`config.mk`:
```
export PLATFORM = sky130hd
export DESIGN_NAME = muldiv_ctrl
export DESIGN_NICKNAME = d
export VERILOG_FILES = /design/src/rtl/cpu_pkg.sv /design/src/rtl/muldiv_core.sv /design/src/rtl/muldiv_ctrl.sv
export SDC_FILE = /design/constraint.sdc
export NUM_CORES = 1
export LEC_CHECK = 0
export ABC_CLOCK_PERIOD_IN_PS = 4300
export CORE_MARGIN = 2
export CORE_UTILIZATION = 30
export DETAILED_ROUTE_END_ITERATION = 10
export PLACE_DENSITY_LB_ADDON = 0.12
export SLEW_MARGIN = 20
export SYNTH_ARGS = -nofsm -noshare
export SYNTH_HDL_FRONTEND = slang
export SYNTH_SLANG_ARGS = --single-unit
export TNS_END_PERCENT = 10
```
`constraint.sdc`:
```
create_clock -name clka -period 4.3 [get_ports clka]
set_input_delay 0.43 -clock clka [delete_from_list [all_inputs] [get_ports clka]]
set_output_delay 0.43 -clock clka [all_outputs]
set_load 0.005 [all_outputs]
```
`src/rtl/cpu_pkg.sv`:
```
// Shared constants for the HI/LO multiply/divide unit: funct codes, FSM states, iteration count.
// The divider is built only when MULDIV_DIV_EN is defined.
package cpu_pkg;

    localparam logic [5:0] FUNCT_MULT  = 6'b011000;
    localparam logic [5:0] FUNCT_MULTU = 6'b011001;
    localparam logic [5:0] FUNCT_DIV   = 6'b011010;
    localparam logic [5:0] FUNCT_DIVU  = 6'b011011;

    localparam int ITER_COUNT = 32;
    localparam int CNT_W      = $clog2(ITER_COUNT);
    localparam logic [CNT_W-1:0] LAST_ITER = CNT_W'(ITER_COUNT - 1);

    typedef enum logic [1:0] {
        IDLE = 2'd0,
        CALC = 2'd1,
        FIX  = 2'd2,
        DONE = 2'd3
    } state_t;

    function automatic logic is_signed_op(input logic [5:0] f);
        return (f == FUNCT_MULT) || (f == FUNCT_DIV);
    endfunction

endpackage

```
`src/rtl/muldiv_core.sv`:
```
// Iterative magnitude datapath: radix-2 shift-add multiply and, with MULDIV_DIV_EN,
// restoring shift-subtract divide. result is the product, or {remainder, quotient}.
module muldiv_core (
    input  logic        clk,
    input  logic        load,
    input  logic        step,
    input  logic        op_div,
    input  logic [31:0] a_mag,
    input  logic [31:0] b_mag,
    output logic [63:0] result
);

    logic [63:0] acc;
    logic [63:0] acc_next;
    logic [31:0] opb;
    logic [32:0] mul_sum;

`ifdef MULDIV_DIV_EN
    logic        op_div_q;
    logic [64:0] shifted;
    logic [32:0] diff;
`else
    logic unused_op_div;
    assign unused_op_div = op_div;
`endif

    always_comb begin
        // Multiply: low half holds the remaining multiplier bits, high half accumulates.
        mul_sum  = {1'b0, acc[63:32]} + (acc[0] ? {1'b0, opb} : 33'd0);
        acc_next = {mul_sum, acc[31:1]};
`ifdef MULDIV_DIV_EN
        shifted = {acc, 1'b0};
        diff    = shifted[64:32] - {1'b0, opb};
        if (op_div_q) begin
            acc_next = diff[32] ? shifted[63:0] : {diff[31:0], shifted[31:1], 1'b1};
        end
`endif
    end

    always_ff @(posedge clk) begin
        if (load) begin
            acc <= {32'd0, b_mag};
            opb <= a_mag;
`ifdef MULDIV_DIV_EN
            op_div_q <= op_div;
            if (op_div) begin
                acc <= {32'd0, a_mag};
                opb <= b_mag;
            end
`endif
        end else if (step) begin
            acc <= acc_next;
        end
    end

    assign result = acc;

endmodule

```
`src/rtl/muldiv_ctrl.sv`:
```
// HI/LO multiply/divide controller: launch handshake, FSM, sign fix-up and the HI:LO register.
// Divide support is compiled in only when MULDIV_DIV_EN is defined; otherwise div/divu are illegal.
module muldiv_ctrl
    import cpu_pkg::*;
#(
    parameter logic [63:0] HILO_INIT = 64'h0
) (
    input  logic        clka,
    input  logic        rst,
    input  logic        start,
    input  logic [5:0]  funct,
    input  logic [31:0] rs_val,
    input  logic [31:0] rt_val,
    input  logic        abort,
    input  logic        hi_we,
    input  logic        lo_we,
    input  logic [31:0] wdata,
    output logic        busy,
    output logic        done,
    output logic [63:0] hilo,
    output logic        illegal,
    output logic [1:0]  fsm_state
);

    state_t            state;
    logic [CNT_W-1:0]  cnt;
    logic              neg_res_q;
    logic              op_legal;
    logic              accept;
    logic [31:0]       a_mag;
    logic [31:0]       b_mag;
    logic [63:0]       core_res;
    logic [63:0]       fixed;

`ifdef MULDIV_DIV_EN
    logic              op_div_q;
    logic              neg_rem_q;
    logic              div0_q;
    logic [31:0]       rs_q;
`endif

    always_comb begin
        op_legal = (funct == FUNCT_MULT) || (funct == FUNCT_MULTU);
`ifdef MULDIV_DIV_EN
        op_legal = op_legal || (funct == FUNCT_DIV) || (funct == FUNCT_DIVU);
`endif
    end

    assign accept = (state == IDLE) && start && op_legal;
    assign a_mag  = (is_signed_op(funct) && rs_val[31]) ? -rs_val : rs_val;
    assign b_mag  = (is_signed_op(funct) && rt_val[31]) ? -rt_val : rt_val;

    muldiv_core u_core (
        .clk    (clka),
        .load   (accept),
        .step   (state == CALC),
        .op_div (funct[1]),
        .a_mag  (a_mag),
        .b_mag  (b_mag),
        .result (core_res)
    );

    // Quotient follows the sign of A xor B, remainder follows A (truncating division).
    always_comb begin
        fixed = neg_res_q ? -core_res : core_res;
`ifdef MULDIV_DIV_EN
        if (op_div_q) begin
            fixed[31:0]  = neg_res_q ? -core_res[31:0]  : core_res[31:0];
            fixed[63:32] = neg_rem_q ? -core_res[63:32] : core_res[63:32];
        end
`endif
    end

    always_ff @(posedge clka) begin
        if (rst) begin
            state     <= IDLE;
            hilo      <= HILO_INIT;
            busy      <= 1'b0;
            done      <= 1'b0;
            illegal   <= 1'b0;
            cnt       <= '0;
            neg_res_q <= 1'b0;
`ifdef MULDIV_DIV_EN
            op_div_q  <= 1'b0;
            neg_rem_q <= 1'b0;
            div0_q    <= 1'b0;
            rs_q      <= '0;
`endif
        end else begin
            done    <= 1'b0;
            illegal <= 1'b0;
            unique case (state)
                IDLE: begin
                    if (hi_we) hilo[63:32] <= wdata;
                    if (lo_we) hilo[31:0]  <= wdata;
                    if (start) begin
                        if (op_legal) begin
                            state     <= CALC;
                            busy      <= 1'b1;
                            cnt       <= '0;
                            neg_res_q <= is_signed_op(funct) && (rs_val[31] ^ rt_val[31]);
`ifdef MULDIV_DIV_EN
                            op_div_q  <= funct[1];
                            neg_rem_q <= is_signed_op(funct) && rs_val[31];
                            div0_q    <= funct[1] && (rt_val == 32'd0);
                            rs_q      <= rs_val;
`endif
                        end else begin
                            illegal <= 1'b1;
                        end
                    end
                end
                CALC: begin
                    if (abort) begin
                        state <= IDLE;
                        busy  <= 1'b0;
                    end else begin
`ifdef MULDIV_DIV_EN
                        if (div0_q) begin
                            state <= DONE;
                            done  <= 1'b1;
                            hilo  <= {rs_q, 32'hFFFF_FFFF};
                        end else
`endif
                        begin
                            cnt <= cnt + 1'b1;
                            if (cnt == LAST_ITER) state <= FIX;
                        end
                    end
                end
                FIX: begin
                    if (abort) begin
                        state <= IDLE;
                        busy  <= 1'b0;
                    end else begin
                        state <= DONE;
                        done  <= 1'b1;
                        hilo  <= fixed;
                    end
                end
                DONE: begin
                    state <= IDLE;
                    busy  <= 1'b0;
                end
                default: begin
                    state <= IDLE;
                    busy  <= 1'b0;
                end
            endcase
        end
    end

    assign fsm_state = 2'(state);

endmodule

```
==> impl_metrics.json <==
{
  "run_status": "completed",
  "portBuffers": 176,
  "slew_viol_final": 0,
  "ctsHtreeMaxLevel": 4,
  "synth_cells": 1330,
  "placed_cell_area_sq_um": 13400,
  "core_area_sq_um": 36800,
  "grt_pass1_vias": 9414,
  "synth-simple-area-share_pct": 20.6,
  "synthAdderAreaFrac_pct": 4.63,
  "die_w_microns": 198,
  "route.detailed.drc": 0,
  "postLayoutCoreUtil_pct": 38.0,
  "syn_nets": 1479,
  "globalplace.congestion": 0.863,
  "die-area_sq_um": 39100,
  "tns_ns": 0,
  "antenna_found_initial": 0,
  "synth_xor_area_share_pct": 11.2,
  "cts-buffers-inserted": 17,
  "clockRootBuffer": "clkbuf_16",
  "area_growth_pct": 24.3,
  "synth_top_family_by_area": "compound AO/OA/AOI/OAI gates",
  "timing.hold.ws_ns": 0.488,
  "clk_latency_ns": 0.45,
  "cts_max_path_buffers": 2,
  "arrival_ns": 3.76,
  "fin_ws_ns": 0.844,
  "max_freq_mhz": 289,
  "final-setup-viol-count": 0,
  "synth-compound-area-share_pct": 20.9,
  "cp_max_fo": 17,
  "muxShareOfSynthArea_pct": 2.67,
  "cp_top_family": "compound AO/OA/AOI/OAI gates",
  "final.min_clock_period_ns": 3.46,
  "maxCapViolCount": 0,
  "pre_cts_slack_ns": 0.779,
  "initial_core_util_pct": 30.6,
  "wirelength_mm": 37.0,
  "critical_path_class": "reg -> reg",
  "grt_max_degree": 94,
  "timing.final.crit_share_pct": 80.4,
  "hp-class": "reg -> reg",
  "synth_edf_count": 64,
  "stdcell_count": 1954,
  "via_count": 10100,
  "p_clk_share_pct": 24.3,
  "cts_resized": 0,
  "io_pins": 177,
  "num_rows": 70,
  "clock_sinks": 171,
  "timing.max_slew.rel_slack_pct": 33.8,
  "internal_power_mw": 3.74,
  "crit_buf_inv": 2,
  "cts_setup_buffers": 0,
  "power_density_nw_per_um2": 439,
  "power_leakage_nw": 4.98,
  "total_power_mw": 6.13,
  "grt_pass1_wl_mm": 56.3,
  "clk_pin_slew_ns": 0.07,
  "p_switching_mw": 2.39,
  "grt_usage_pct": 18.9,
  "synth_warnings": 0,
  "start_kind": "flop",
  "yosysSeqAreaShare_pct": 36.1,
  "rsz0062_at_grt": "false",
  "avgSynthCellArea_sq_um": 8.46,
  "p_seq_share_pct": 39.0,
  "wl_per_cell_microns": 18.9,
  "worst_pin_slew_ns": 0.992,
  "antenna_cells": 0,
  "synth_cell_types": 70,
  "p_comb_share_pct": 36.7,
  "synth-seq-cells": 171,
  "max-vdd-ir-drop_uv": 231,
  "fill_cells": 3751,
  "dr.first_iter.drc_count": 716,
  "p_sw_share_pct": 39.0,
  "crit_chain": "buf_4 > and2_1 > ha_1 > a211oi_1 > o21ai_0 > a2111oi_0 > buf_4 > nor3_1 > nor3_1 > o31ai_1 > mux2i_1 > o311ai_0",
  "cp_slowest_cell": "edfxtp_1",
  "finalHoldViolations": 0,
  "final_nets": 1622,
  "ant_nets": 0,
  "cpPeakStageDelay_ns": 0.59,
  "ctsHoldBuffers": 0,
  "design_area_sq_um": 14000,
  "grt.overflow.total": 0,
  "drive_above_1_share_pct": 5.52,
  "required_ns": 4.60,
  "viasPerCell": 5.14,
  "synthFlopType": "dfxtp_1",
  "async_flop_share_pct": 0,
  "crit_path_end_kind": "flop",
  "hpwl_mm": 29.2,
  "die_h_microns": 198,
  "first_pass_iters": 5,
  "clock_skew_ns": 0.0162,
  "netlist_area_sq_um": 11300,
  "dp.cells": 1922,
  "cts_tree": "built"
}
cells in the mapped netlist, types with 12 or more instances:
library cell	count	area share, %
or3_1	14	0.78
nor2_1	163	5.4
inv_1	26	0.87
nand3_1	17	0.76
o41ai_1	13	1.0
a211oi_1	63	4.2
nand2_1	112	3.7
o21ai_0	101	4.5
a21oi_1	107	4.8
a21o_1	13	0.87
clkbuf_1	51	1.7
edfxtp_1	64	17
mux2i_1	30	2.7
o31ai_1	29	1.9
and2_1	37	2.1
nor3_1	39	1.7
ha_1	40	4.4
dfxtp_1	107	19
xor2_1	87	6.8
nor2b_1	12	0.67
xnor2_1	57	4.4
power by group through the flow:
stage                     Clock (mW)  Sequential [mW]  Combinational (mW)
after detailed placement           0             2.42                2.24
after global placement             0             2.42                2.24
final                           1.49             2.39                2.25
after CTS                       1.52             2.38                2.25
after floorplan                    0             2.23                1.54
after global routing            1.58             2.43                2.53
kinds of logic after synthesis:
| group | count (synthesis) |
|---|---|
| flip-flops | 171 |
| AO/OA/AOI/OAI | 372 |
| buffers and inverters | 96 |
| AND/OR/NAND/NOR | 476 |
| multiplexers | 30 |
| adder cells (fa/ha/maj) | 41 |
| XOR/XNOR | 144 |
placed cells by master, fill, tap and decap left out, types with 39 or more instances in the layout:
cell type	instances
clkdlybuf4s50_1	175
nor2_1	163
nand2_1	112
a21oi_1	107
dfxtp_1	106
o21ai_0	100
xor2_1	87
edfxtp_1	64
a211oi_1	63
xnor2_1	57
nor3_1	39
path summary, 6_finish.rpt:
| check | from | to | slack [ns] | cells past startpoint |
|---|---|---|---|---|
| setup / recovery | u_core.result[0] | u_core.result[62] | 0.84 | 12 |
| hold reg to reg | hilo[23] | hilo[23] | 0.49 | 2 |
| setup reg to reg | u_core.result[0] | u_core.result[62] | 0.84 | 12 |
| hold / removal | hilo[23] | hilo[23] | 0.49 | 2 |
sequential cells by signal (all words and copies together), names as in the netlist:
signal,flops
hilo,64
u_core.result,64
u_core.opb,32
cnt,5
fsm_state,2
busy,1
done,1
illegal,1
neg_res_q,1
metal layers:
metal | up-vias | global-route usage (%) | share of wire, %
li1 | 5099 | - | -
met1 | 4673 | 28.2 | 51
met2 | 257 | 28.4 | 42
met5 | - | 0 | 0
met3 | 24 | 2.94 | 5.4
met4 | 0 | 4.23 | 1.2
layout make-up:
class | instances | area [sq um] | share of cell area [%]
multi-input combinational | 1063 | 6780 | 48.5
sequential | 171 | 4070 | 29.1
timing repair buffer | 194 | 1900 | 13.6
tap | 468 | 586 | 4.19
clock buffer | 20 | 457 | 3.27
inverter | 26 | 97.6 | 0.698
clock inverter | 12 | 90.1 | 0.644
worst reg2reg max path: stages, from the launching register on:
cell	delay [ns]
edfxtp_1	0.59
buf_4	0.28
and2_1	0.16
ha_1	0.23
a211oi_1	0.32
o21ai_0	0.20
a2111oi_0	0.46
buf_4	0.19
nor3_1	0.07
nor3_1	0.38
o31ai_1	0.17
mux2i_1	0.16
o311ai_0	0.12
(Power assumes the default switching activity.)
